<file path="src/rtl/clock_pkg.sv">
// clock_pkg: shared definitions for the clock datapath BCD counters.
//   BCD_W / BCD_MAX : BCD digit width and largest legal digit value.
//   bcd_t / bcd2_t  : one BCD digit / a tens:ones digit pair.
//   digit_op_e      : per-digit operation selected by a counter's control logic.
//   bin2bcd()       : binary 0..99 to tens:ones, for elaboration-time constants.
package clock_pkg;

  localparam int unsigned BCD_W   = 4;
  localparam int unsigned BCD_MAX = 9;

  typedef logic [BCD_W-1:0] bcd_t;

  typedef struct packed {
    bcd_t tens;
    bcd_t ones;
  } bcd2_t;

  typedef enum logic [2:0] {
    OP_HOLD,
    OP_CLR,
    OP_LOAD,
    OP_INC,
    OP_DEC
  } digit_op_e;

  function automatic bcd2_t bin2bcd(input int unsigned v);
    bcd2_t r;
    r.tens = bcd_t'(v / 10);
    r.ones = bcd_t'(v % 10);
    return r;
  endfunction

endpackage

</file>
<file path="src/rtl/bcd_modn_counter_digit.sv">
// bcd_digit: one BCD digit register.
//   clk  : rising-edge clock
//   clrn : asynchronous active-low reset (digit -> 0)
//   op_i : hold / clear / load d_i / increment / decrement
//   d_i  : value taken on OP_LOAD
//   q_o  : registered digit
// Increment past WRAP returns to 0; decrement below 0 returns to WRAP.
module bcd_digit
  import clock_pkg::*;
#(
  parameter int unsigned WRAP = BCD_MAX
) (
  input  logic      clk,
  input  logic      clrn,
  input  digit_op_e op_i,
  input  bcd_t      d_i,
  output bcd_t      q_o
);

  localparam bcd_t WRAP_B = bcd_t'(WRAP);

  bcd_t q_d, q_q;

  always_comb begin
    q_d = q_q;
    case (op_i)
      OP_CLR:  q_d = '0;
      OP_LOAD: q_d = d_i;
      OP_INC:  q_d = (q_q == WRAP_B) ? '0 : q_q + bcd_t'(1);
      OP_DEC:  q_d = (q_q == '0) ? WRAP_B : q_q - bcd_t'(1);
      default: q_d = q_q;
    endcase
  end

  always_ff @(posedge clk or negedge clrn) begin
    if (!clrn) q_q <= '0;
    else       q_q <= q_d;
  end

  assign q_o = q_q;

endmodule

</file>
<file path="src/rtl/bcd_modn_counter.sv">
// bcd_modn_counter: two-digit BCD up/down counter, modulo MOD (2..99).
//   clk             : rising-edge clock
//   clrn            : asynchronous active-low reset, count -> 00
//   sclr            : synchronous clear (highest priority)
//   load            : synchronous load of D_tens:D_ones if the value is legal
//   D_tens / D_ones : BCD value to load
//   en              : count enable (carry/borrow from the previous stage)
//   up              : 1 = count up, 0 = count down
//   Q_tens / Q_ones : registered count
//   Co / Bo         : combinational carry (at MOD-1, up) / borrow (at 00, down)
//   load_err        : registered one-cycle pulse after a rejected load
module bcd_modn_counter
  import clock_pkg::*;
#(
  parameter int unsigned MOD      = 60,
  parameter int unsigned ONES_MAX = BCD_MAX
) (
  input  logic       clk,
  input  logic       clrn,
  input  logic       sclr,
  input  logic       load,
  input  logic [3:0] D_tens,
  input  logic [3:0] D_ones,
  input  logic       en,
  input  logic       up,
  output logic [3:0] Q_tens,
  output logic [3:0] Q_ones,
  output logic       Co,
  output logic       Bo,
  output logic       load_err
);

  if (MOD < 2 || MOD > 99) begin : g_bad_mod
    $fatal(1, "bcd_modn_counter: MOD=%0d outside 2..99", MOD);
  end

  localparam bcd2_t      TOP        = bin2bcd(MOD - 1);
  localparam logic [7:0] MOD_B      = 8'(MOD);
  localparam bcd_t       ONES_MAX_B = bcd_t'(ONES_MAX);
  localparam bcd_t       BCD_MAX_B  = bcd_t'(BCD_MAX);

  logic       at_top, at_zero, ld_ok;
  logic [7:0] d_lin;
  digit_op_e  ones_op, tens_op;
  bcd_t       ones_ld, tens_ld;
  logic       load_err_d, load_err_q;

  // Exact-match decodes: a corrupted out-of-range count never raises Co/Bo.
  assign at_top  = (Q_tens == TOP.tens) && (Q_ones == TOP.ones);
  assign at_zero = (Q_tens == '0) && (Q_ones == '0);

  // Worst case 15*10+15 = 165 still fits in 8 bits.
  assign d_lin = 8'(D_tens) * 8'd10 + 8'(D_ones);
  assign ld_ok = (D_ones <= ONES_MAX_B) && (D_tens <= BCD_MAX_B) && (d_lin < MOD_B);

  // The MOD-1 wrap is done at this level: up-wrap clears both digits,
  // down-wrap reuses the digit load path to install MOD-1.
  always_comb begin
    ones_op    = OP_HOLD;
    tens_op    = OP_HOLD;
    ones_ld    = D_ones;
    tens_ld    = D_tens;
    load_err_d = 1'b0;
    if (sclr) begin
      ones_op = OP_CLR;
      tens_op = OP_CLR;
    end else if (load) begin
      if (ld_ok) begin
        ones_op = OP_LOAD;
        tens_op = OP_LOAD;
      end else begin
        load_err_d = 1'b1;
      end
    end else if (en) begin
      if (up) begin
        if (at_top) begin
          ones_op = OP_CLR;
          tens_op = OP_CLR;
        end else begin
          ones_op = OP_INC;
          if (Q_ones == ONES_MAX_B) tens_op = OP_INC;
        end
      end else begin
        if (at_zero) begin
          ones_op = OP_LOAD;
          tens_op = OP_LOAD;
          ones_ld = TOP.ones;
          tens_ld = TOP.tens;
        end else begin
          ones_op = OP_DEC;
          if (Q_ones == '0) tens_op = OP_DEC;
        end
      end
    end
  end

  bcd_digit #(.WRAP(ONES_MAX)) u_ones (
    .clk  (clk),
    .clrn (clrn),
    .op_i (ones_op),
    .d_i  (ones_ld),
    .q_o  (Q_ones)
  );

  bcd_digit #(.WRAP(BCD_MAX)) u_tens (
    .clk  (clk),
    .clrn (clrn),
    .op_i (tens_op),
    .d_i  (tens_ld),
    .q_o  (Q_tens)
  );

  always_ff @(posedge clk or negedge clrn) begin
    if (!clrn) load_err_q <= 1'b0;
    else       load_err_q <= load_err_d;
  end

  assign load_err = load_err_q;
  assign Co       = en && up && at_top;
  assign Bo       = en && !up && at_zero;

endmodule

</file>
<file path="config.mk">
export PLATFORM = sky130hd
export DESIGN_NAME = bcd_modn_counter
export DESIGN_NICKNAME = d
export VERILOG_FILES = /design/src/rtl/clock_pkg.sv /design/src/rtl/bcd_modn_counter_digit.sv /design/src/rtl/bcd_modn_counter.sv
export SDC_FILE = /design/constraint.sdc
export NUM_CORES = 1
export LEC_CHECK = 0
export ABC_AREA = 1
export CAP_MARGIN = 20
export CORE_ASPECT_RATIO = 1.5
export CORE_UTILIZATION = 50
export DETAILED_ROUTE_END_ITERATION = 12
export PLACE_DENSITY = 0.77
export SETUP_SLACK_MARGIN = 0.02
export SYNTH_ARGS = -nofsm -noshare
export SYNTH_HDL_FRONTEND = slang
export SYNTH_SLANG_ARGS = --single-unit
</file>
<file path="constraint.sdc">
create_clock -name clk -period 2.3 [get_ports clk]
set_clock_uncertainty 0.15 [all_clocks]
set_input_delay 0.46 -clock clk [delete_from_list [all_inputs] [get_ports clk]]
set_output_delay 0.46 -clock clk [all_outputs]
set_load 0.01 [all_outputs]
</file>
## After elaboration in Yosys (flattened, before gate mapping)

Index checks and enable logic that the tools add are counted.

| word-level totals | value |
|---|---|
| logic and storage cells | 70 |
| input port bits | 14 |
| register bits after elaboration | 9 |

| cells by class | value |
|---|---|
| $add $sub $neg | 5 |
| multipliers | 1 |
| equal/unequal tests | 11 |
| magnitude comparators | 3 |
| reductions and logical operators | 13 |
| muxes and demuxes | 34 |

Operators with widths:

| kind | number |
|---|---|
| $mux 4 | 14 |
| $mux 3 | 11 |
| $pmux 4 s4 | 2 |
| $eq 3x2->1 const B | 4 |
| $add 4x1->4 const B | 2 |
| $add 8x4->8 | 1 |
| $eq 4x4->1 const B | 2 |
| $le 4x4->1 const B | 2 |
| $logic_and 1x1->1 | 8 |
| $logic_not 4->1 | 2 |
| $lt 8x6->1 const B | 1 |
| $mux 2 | 4 |
| $reduce_bool 4->1 | 2 |
| $sub 4x1->4 const B | 2 |
| $mul 4x3->7 const B | 1 |
| $eq 3x1->1 const B | 2 |
| $eq 3x3->1 const B | 2 |
| $eq 4x3->1 const B | 1 |
| $mux 1 | 3 |
| $logic_not 1->1 | 1 |

## Longest topological paths before layout

Gate-level depths: netlist of run 1.

| depth | value |
|---|---|
| depth after elaboration | 9 |
| mapped depth | 17 |

## Modules after synthesis

From an unflattened synthesis of run 1, not the netlist that was laid out.

| second synthesis, totals | value |
|---|---|
| cell total of the unflattened synthesis | 242 |
| area total of the unflattened synthesis | 1451.4 µm² |

Modules (own cells, without submodules):

| module | instances | cells an instance | seq. area each (µm²) | area each (µm²) |
|---|---|---|---|---|
| bcd_digit | 2 | 70 | 100.1 | 439.2 |
| bcd_modn_counter | 1 | 102 | 25.0 | 573.0 |

## Worst setup path before layout of run 1

Ideal clock, no wire load.

| timing | value |
|---|---|
| kind | input-to-reg |
| from | input D_tens[1] |
| to | register u_tens.q_q[0], in the netlist u_tens.q_o[0] |
| stages | 15 |
| path slack | -0.333 ns |
| arrival | 2.356 ns |
| buffers on the path | 1 |
| library setup time | 0.127 ns |
| data required time | 2.023 ns |
| cell sequence | ha_1 -> ha_1 -> fa_1 -> nand2_1 -> nor2_1 -> nand2_1 -> nand2_1 -> nor2_1 -> nor2_2 -> nand3_2 -> nand2_4 -> buf_8 -> nand2_2 -> nand4_1 -> nand3_1 |

| on the way | value |
|---|---|
| cells in the longest elaborated chain, start to end | 9 |
| elaborated cells between the ends (all ways) | 15 |
| classes of those cells | add/sub: 1; mul: 1; order compare: 2; eq/ne: 4; mux: 4; reduce/logical: 3 |

Ends and longest elaborated chain:

| element | RTL line | source |
|---|---|---|
| start: declaration | bcd_modn_counter.sv:22 | `input logic [3:0] D_tens,` |
| $mul 4x3->7 | bcd_modn_counter.sv:53 | `assign d_lin = 8'(D_tens) * 8'd10 + 8'(D_ones);` |
| $add 8x4->8 | bcd_modn_counter.sv:53 |  |
| $lt 8x6->1 | bcd_modn_counter.sv:54 | `assign ld_ok = (D_ones <= ONES_MAX_B) && (D_tens <= BCD_MAX_B) && (d_lin < MOD_B);` |
| $logic_and 1x1->1 * | bcd_modn_counter.sv:54 |  |
| $mux 2 * | bcd_modn_counter.sv:68 | `if (ld_ok) begin` |
| $mux 3 * | bcd_modn_counter.sv:67 | `end else if (load) begin` |
| $mux 3 * | bcd_modn_counter.sv:64 | `if (sclr) begin` |
| $eq 3x3->1, or another cell as far along | bcd_modn_counter_digit.sv:26 | `case (op_i)` |
| $pmux 4 s4 / $reduce_bool 4->1 (equally long branches) | - |  |
| end signal: assignment | bcd_modn_counter_digit.sv:37 | `else q_q <= q_d;` |
| end: declaration | bcd_modn_counter_digit.sv:22 | `bcd_t q_d, q_q;` |

Every way passes the cells marked *; elsewhere a longest branch is shown, timed or not.
A chain may end at the register's enable or synchronous reset.

## Worst setup path in the final report of run 1

| timing | value |
|---|---|
| from | input D_ones[1] |
| to | register u_tens.q_q[0], in the netlist u_tens.q_o[0] |

| on the way | value |
|---|---|
| cells in the longest elaborated chain, start to end | 8 |
| elaborated cells between the ends (all ways) | 14 |
| classes of those cells | add/sub: 1; order compare: 2; eq/ne: 4; mux: 4; reduce/logical: 3 |

Ends and longest elaborated chain:

| element | RTL line | source |
|---|---|---|
| start: declaration | bcd_modn_counter.sv:23 | `input logic [3:0] D_ones,` |
| $add 8x4->8 / $le 4x4->1 (equally long branches) | bcd_modn_counter.sv:53, bcd_modn_counter.sv:54 |  |
| $lt 8x6->1 / $logic_and 1x1->1 (equally long branches) | bcd_modn_counter.sv:54 |  |
| $logic_and 1x1->1 * | bcd_modn_counter.sv:54 |  |
| $mux 2 * | bcd_modn_counter.sv:68 |  |
| $mux 3 * | bcd_modn_counter.sv:67 |  |
| $mux 3 * | bcd_modn_counter.sv:64 |  |
| $eq 3x3->1, or another cell as far along | bcd_modn_counter_digit.sv:26 |  |
| $pmux 4 s4 / $reduce_bool 4->1 (equally long branches) | - |  |

Marks and branches as above.

==> run metrics, run 1 <==
outcome finished, violations left; failing checks negative setup slack; max-slew violations 0; Seq/Total Area, Yosys 0.1654; clk sinks 9; H-tree depth 1; total power 942.5 uW; Overflow after GRT 0; port bufs 24; Initial DRC Count 52; Max Freq 387.4 MHz; detailed-route via count 1,704; Synth Net Count 244; Placer Congestion 0.8799; Reg area 225.2 sq um; Psw 423.8 uW; Slowest-stage cell, CP clkdlybuf4s50_1; cts hold-fix bufs 0; GRT Total Usage 0.3107; final setup vio count 9; CTS Root Cell clkbuf_4; Synth warnings 0; synthesized instance count 219; CP peak stage delay 0.51 ns; CP required 2.29 ns; Vias/cell 5.410; min Tclk post-route 2.581 ns; FP Rows 22; DR WL/cell 13.65 microns; Detailed Route WL 4301 microns; register share of total power 0.231; Fill cells 199; Core Util, Final 0.7882; Worst-path clk slew 0.06 ns; Ports 25; CTS Buf Count 3; Starting Density 0.5435; area of the multi-input gates 1060 sq um; CP cell instances clkdlybuf4s50_1 > nand2_2 > fa_2 > inv_2 > nand3_1 > nand2_1 > nand2_1 > o21bai_1 > nand2_1 > nand3_2 > nand2_4 > nand3_4 > inv_2 > o21ai_1 > nand3_1; reg2reg end u_tens.q_o[3]$_DFFE_PN0P_; switch share 0.4497; endpoints failing hold 0; Die X 44.61 microns; Inserted Diodes 0; first-pass GRT wire length 6775 microns; Synth Cell Area 1361 sq um; Slew HR 0.7263; clk buf depth 2; die area 2940 sq um; initial antenna violation count 0; commonest cells after routing, fill and taps aside nand2_1 (57), buf_4 (32), inv_1 (31), nor2_1 (23), nand4_1 (20); vias in the first global route 1,651; RR Startpoint u_ones.q_o[0]$_DFFE_PN0P_; post-synthesis cell type count 31; placed instance count 308; pwr dens 477.4 nW/um^2; die height 65.91 microns; FF-to-FF setup slack 0.16 ns; DP HPWL 3387 microns; CP most frequent cell nand2_1; hold crit path type input port to async pin; maximum VDD drop 0.0003997 V; final std cells w/o fill 315; RSZ-0062 raised after global routing yes; startpoint class of the critical path input port; Crit. End Element flop; synthesis-to-layout area growth 45.04%; Slew @ Worst Pin 0.4093 ns; # DRC 0; Final Cycle Share 1.122; worst-path maximum fanout 8; NumNets Final 305; Place WS -0.9445 ns; Final WS setup -0.2812 ns; Setup Crit Path Kind input port to flop; worst-case reg-to-reg path depth 11; Core Area 2505 sq um; most common cell after layout, fill and taps aside nand2_1; Logic pwr share 0.640; static leakage 1.030 nW; Post-DRT Antenna Nets 0; layout cells sized above 1 0.2939; WP data arrival 2.57 ns; clock share of power 0.128; Synth Register Bits 9; clock latency on the worst-skew pair 0.27 ns; TritonRoute pass-1 iters 5; MaxCap Viol Count 0; Int Pwr 518.7 uW; largest net degree at the start of global routing 10; CTS tree yes; syn_area_per_cell 6.216 sq um
-- worst max-delay path: cells and delay by family --
family	cells	cell delay (ns)
and+or+nand+nor	9	0.93
buffers and inverters	3	0.63
adders and majority gates	1	0.33
AOI/OAI and AO/OA	2	0.22
-- area by class of cell --
cell class / count / share of cell area
Multi-Input combinational cell: 170 / 0.5368
Timing Repair Buffer: 56 / 0.2370
Sequential cell: 9 / 0.1141
Inverter: 40 / 0.07605
Tap cell: 36 / 0.02281
Clock buffer: 4 / 0.01331
-- sequential cells by signal (all words and copies together) (netlist names) --
name and cells:
load_err 1, u_tens.q_o 4, u_ones.q_o 4
-- worst max-delay path by stage --
stage / startpoint / to / slack, ns / cells past startpoint
after floorplan: D_tens[1] / u_ones.q_o[2]$_DFFE_PN0P_ / -0.29 / 17
after global placement: D_tens[3] / u_tens.q_o[0]$_DFFE_PN0P_ / -0.90 / 17
after detailed placement: D_tens[3] / u_ones.q_o[3]$_DFFE_PN0P_ / -0.94 / 17
after CTS: D_tens[3] / u_ones.q_o[3]$_DFFE_PN0P_ / -0.24 / 16
after global routing: D_tens[3] / u_tens.q_o[1]$_DFFE_PN0P_ / -0.41 / 18
final: D_ones[1] / u_tens.q_o[0]$_DFFE_PN0P_ / -0.28 / 15
-- metrics by stage --
step / hold WS [ns] / cell area (sq um) / TNS [ns]
CTS: 0.3352 / 1931 / -1.784
global placement: 0.4527 / 1882 / -7.835
detailed placement: 0.4489 / 1882 / -8.257
floorplan: 0.01441 / 1386 / -2.419
finish: 0.3393 / 1974 / -2.162
global route: 0.3710 / 1974 / -3.314
-- synthesized netlist by cell type --
master,count,share of area
a211oi_1,1,0.0055
a21oi_1,2,0.0074
a21oi_4,1,0.012
a31oi_4,1,0.016
and2_1,1,0.0046
buf_8,1,0.011
dfrtp_1,9,0.17
fa_1,2,0.029
ha_1,9,0.083
inv_1,33,0.091
inv_2,7,0.019
nand2_1,58,0.16
nand2_2,6,0.028
nand2_4,1,0.0083
nand3_1,9,0.033
nand3_2,2,0.015
nand3_4,1,0.013
nand3b_1,1,0.0055
nand4_1,20,0.092
nor2_1,31,0.085
nor2_2,4,0.018
nor2_4,1,0.0083
nor3_1,3,0.011
nor3_2,1,0.0074
o211ai_1,4,0.022
o21ai_0,4,0.015
o21ai_1,1,0.0037
o21ai_2,2,0.013
o21bai_1,1,0.0055
xnor2_1,1,0.0064
xor2_1,1,0.0064
-- per-layer routing --
layer,GRT usage,vias to the layer above,part of all wire
li1,-,832,-
met1,0.2932,770,0.34
met2,0.6287,81,0.55
met3,0.02186,21,0.060
met4,0.1477,0,0.050
met5,0,-,0
-- power by group through the flow --
stage / clock, mW / sequential [mW] / combinational, mW
2_1_floorplan: 0 / 0.230 / 0.307
3_3_place_gp: 0 / 0.219 / 0.568
3_5_place_dp: 0 / 0.219 / 0.577
4_1_cts: 0.123 / 0.216 / 0.587
5_1_grt: 0.128 / 0.220 / 0.658
6_report: 0.121 / 0.218 / 0.604
-- timing repair --
item	4_1_cts	5_1_grt
gates resized for setup	33	8
setup buffers	0	2
hold endpoints to repair	0	0
endpoints found under the setup margin	11	10
pin swaps	27	17
cloned	1	0
-- cell families after synthesis --
logic type	share of synthesized area
compound gates	0.09927
xor+xnor	0.01287
fa+ha+maj	0.1121
buf+inv	0.1213
flops	0.1654
simple gates	0.4890
(Power assumes the default switching activity.)
==> run 2, diff against run 1 <==
ABC_AREA = default   (was 1)
CORE_MARGIN = 2   (was default)
PLACE_DENSITY = 0.78   (was 0.77)
SLEW_MARGIN = 25   (was default)
==> run metrics, run 2 <==
outcome finished, violations left (unchanged); failing checks negative setup slack (unchanged); Placer Congestion 0.8695 (was 0.8799); final setup vio count 10 (was 9); vias in the first global route 1,485 (was 1,651); first-pass GRT wire length 6430 microns (was 6775 microns); Synth Register Bits 9 (unchanged); CP most frequent cell ha_4 (was nand2_1); MaxCap Viol Count 0 (unchanged); layout cells sized above 1 0.3991 (was 0.2939); clk buf depth 2 (unchanged); die height 63.94 microns (was 65.91 microns); commonest register cell after synthesis dfrtp_1 (unchanged); cts hold-fix bufs 0 (unchanged); Post-DRT Antenna Nets 0 (unchanged); Inserted Diodes 0 (unchanged); CP cell instances buf_8 > ha_4 > ha_4 > fa_1 > nand2_2 > o21bai_4 > o31ai_2 > o2111ai_2 > o211a_1 > a221o_1 > a31o_1 (was clkdlybuf4s50_1 > nand2_2 > fa_2 > inv_2 > nand3_1 > nand2_1 > nand2_1 > o21bai_1 > nand2_1 > nand3_2 > nand2_4 > nand3_4 > inv_2 > o21ai_1 > nand3_1); final setup TNS -4.573 ns (was -2.162 ns); static leakage 0.8324 nW (was 1.030 nW); Vias/cell 6.271 (was 5.410); post-synthesis cell type count 54 (was 31); asr flop ratio synth 1.000 (unchanged); Synth top area share 0.1881 (was 0.1654); Slew @ Worst Pin 0.4255 ns (was 0.4093 ns); Fill cells 136 (was 199); clock latency on the worst-skew pair 0.27 ns (about the same); most frequent cell after synthesis nand2_1 (unchanged); pwr dens 537.3 nW/um^2 (was 477.4 nW/um^2); Initial DRC Count 72 (was 52); Synth top cells by count nand2_1 (15), nor2_1 (14), o21ai_0 (11) (was nand2_1 (58), inv_1 (33), nor2_1 (31)); max-slew violations 0 (unchanged); Overflow after GRT 0 (unchanged); commonest cells after routing, fill and taps aside buf_4 (39), clkdlybuf4s50_1 (17), nand2_1 (14), nor2_1 (13), o21ai_0 (11) (was nand2_1 (57), buf_4 (32), inv_1 (31), nor2_1 (23), nand4_1 (20)); WP data arrival 2.96 ns (was 2.57 ns); Max Freq 339.3 MHz (was 387.4 MHz); Die X 43.96 microns (was 44.61 microns); Core Area 2260 sq um (was 2505 sq um); DR WL/cell 16.43 microns (was 13.65 microns); NumNets Final 239 (was 305); Worst-path clk slew 0.06 ns (about the same); Synth warnings 0 (unchanged); Detailed Route WL 3877 microns (was 4301 microns); FP Rows 21 (was 22); Place WS -1.497 ns (was -0.9445 ns); Final WS setup -0.6477 ns (was -0.2812 ns); detailed-route via count 1,480 (was 1,704); Placed Area 1749 sq um (was 1882 sq um); most common cell after layout, fill and taps aside buf_4 (was nand2_1); cell taking the most area after synthesis dfrtp_1 (unchanged); Seq/Total Area, Yosys 0.1881 (was 0.1654); Fin Hold WS 0.3388 ns (was 0.3393 ns); Ports 25 (unchanged); Worst path top cell family by delay compound AO/OA/AOI/OAI gates (was simple AND/OR/NAND/NOR gates); Setup Crit Path Kind input port to flop (unchanged); H-tree depth 1 (unchanged); startpoint class of the critical path input port (unchanged); buffer and inverter count on the worst path 1 (was 3); DP HPWL 2978 microns (was 3387 microns); # DRC 0 (unchanged); initial antenna violation count 0 (unchanged); FF-to-FF setup slack -0.21 ns (was 0.16 ns); CTS Root Cell clkbuf_4 (unchanged); Crit. End Element flop (unchanged); endpoints failing hold 0 (unchanged); largest net degree at the start of global routing 12 (was 10); syn_area_per_cell 7.983 sq um (was 6.216 sq um); largest cells by area after synthesis dfrtp_1 (19%), ha_1 (9.4%), nand2_1 (4.7%) (was dfrtp_1 (17%), nand2_1 (16%), nand4_1 (9.2%)); fin area 1923 sq um (was 1974 sq um); Slowest-stage cell, CP fa_1 (was clkdlybuf4s50_1); CTS tree yes (unchanged); synthesized instance count 150 (was 219); min Tclk post-route 2.948 ns (was 2.581 ns); RSZ-0062 raised after global routing yes (unchanged); port bufs 24 (unchanged); Slew HR 0.7154 (was 0.7263); maximum VDD drop 0.0003578 V (was 0.0003997 V); CP peak stage delay 0.51 ns (about the same); die area 2810 sq um (was 2940 sq um); worst-path maximum fanout 3 (was 8); clk sinks 9 (unchanged); CP required 2.31 ns (was 2.29 ns); total power 1.033 mW (was 942.5 uW); Final Cycle Share 1.282 (was 1.122); Synth Cell Area 1197 sq um (was 1361 sq um); Synth Net Count 175 (was 244); CTS Buf Count 3 (unchanged); Starting Density 0.5299 (was 0.5435); hold crit path type input port to async pin (unchanged); TritonRoute pass-1 iters 4 (was 5); number of synthesized flops with an enable pin 0 (unchanged); synthesis-to-layout area growth 60.61% (was 45.04%); GRT Total Usage 0.3011 (was 0.3107)
run 2: changes by cell type in the layout (fill, tap and decap cells not counted), moves of 8 or more:
cell / delta
nand4_1: -19
nor2_2: -8
inv_1: -24
nor2_1: -10
nand2_1: -43
run 2: cell type report:
type                            instances  area [sq um]  area share
Sequential cell                         9         225.2      0.1171
Clock buffer                            4         26.28     0.01366
Timing Repair Buffer                   65         550.5      0.2863
Tap cell                               23         28.78     0.01496
Inverter                                9         33.78     0.01757
Multi-Input combinational cell        126          1059      0.5504
run 2: metal layers:
| metal | global-route usage | up-vias | wire, microns |
|---|---|---|---|
| met5 | 0 | - | 0 |
| met4 | 0.1364 | 0 | 99 |
| met3 | 0.03107 | 13 | 248 |
| met2 | 0.5607 | 78 | 2161 |
| met1 | 0.3211 | 708 | 1369 |
| li1 | - | 681 | - |
run 2: cells by family after synthesis:
group | Yosys count | share of synthesized area
compound gates | 46 | 0.2874
xor+xnor | 3 | 0.02195
fa+ha+maj | 11 | 0.1275
buf+inv | 15 | 0.05538
flops | 9 | 0.1881
mux | 4 | 0.03761
simple gates | 62 | 0.2821
run 2: worst paths after layout:
check | start | end | cells past startpoint
hold reg to reg | u_tens.q_o[0]$_DFFE_PN0P_ | u_tens.q_o[0]$_DFFE_PN0P_ | 2
setup / recovery | D_tens[3] | u_ones.q_o[1]$_DFFE_PN0P_ | 11
min in group clk | D_tens[3] | u_tens.q_o[3]$_DFFE_PN0P_ | 4
max in group asynchronous | clrn | u_tens.q_o[1]$_DFFE_PN0P_ | 1
setup reg to reg | u_ones.q_o[1]$_DFFE_PN0P_ | u_tens.q_o[0]$_DFFE_PN0P_ | 10
hold / removal | clrn | u_ones.q_o[3]$_DFFE_PN0P_ | 1
run 2: power by group:
part | internal (mW) | switching (mW) | leakage [nW]
logic | 0.378 | 0.320 | 0.698
registers | 0.188 | 0.0167 | 0.120
clock network | 0.0673 | 0.0626 | 0.0150
run 2: what timing repair did:
item                       in CTS  in global routing
pin swaps                      13                  9
buffers inserted                3                  1
hold endpoints to repair        0                  0
gates resized for setup        40                 16
setup endpoints to repair      11                 11
run 2: through the flow:
stage / instances / utilization
floorplan: 150 / -
global placement: 228 / 0.7741
detailed placement: 228 / 0.7741
CTS: 235 / 0.8156
global route: 236 / 0.8511
finish: 236 / 0.8511
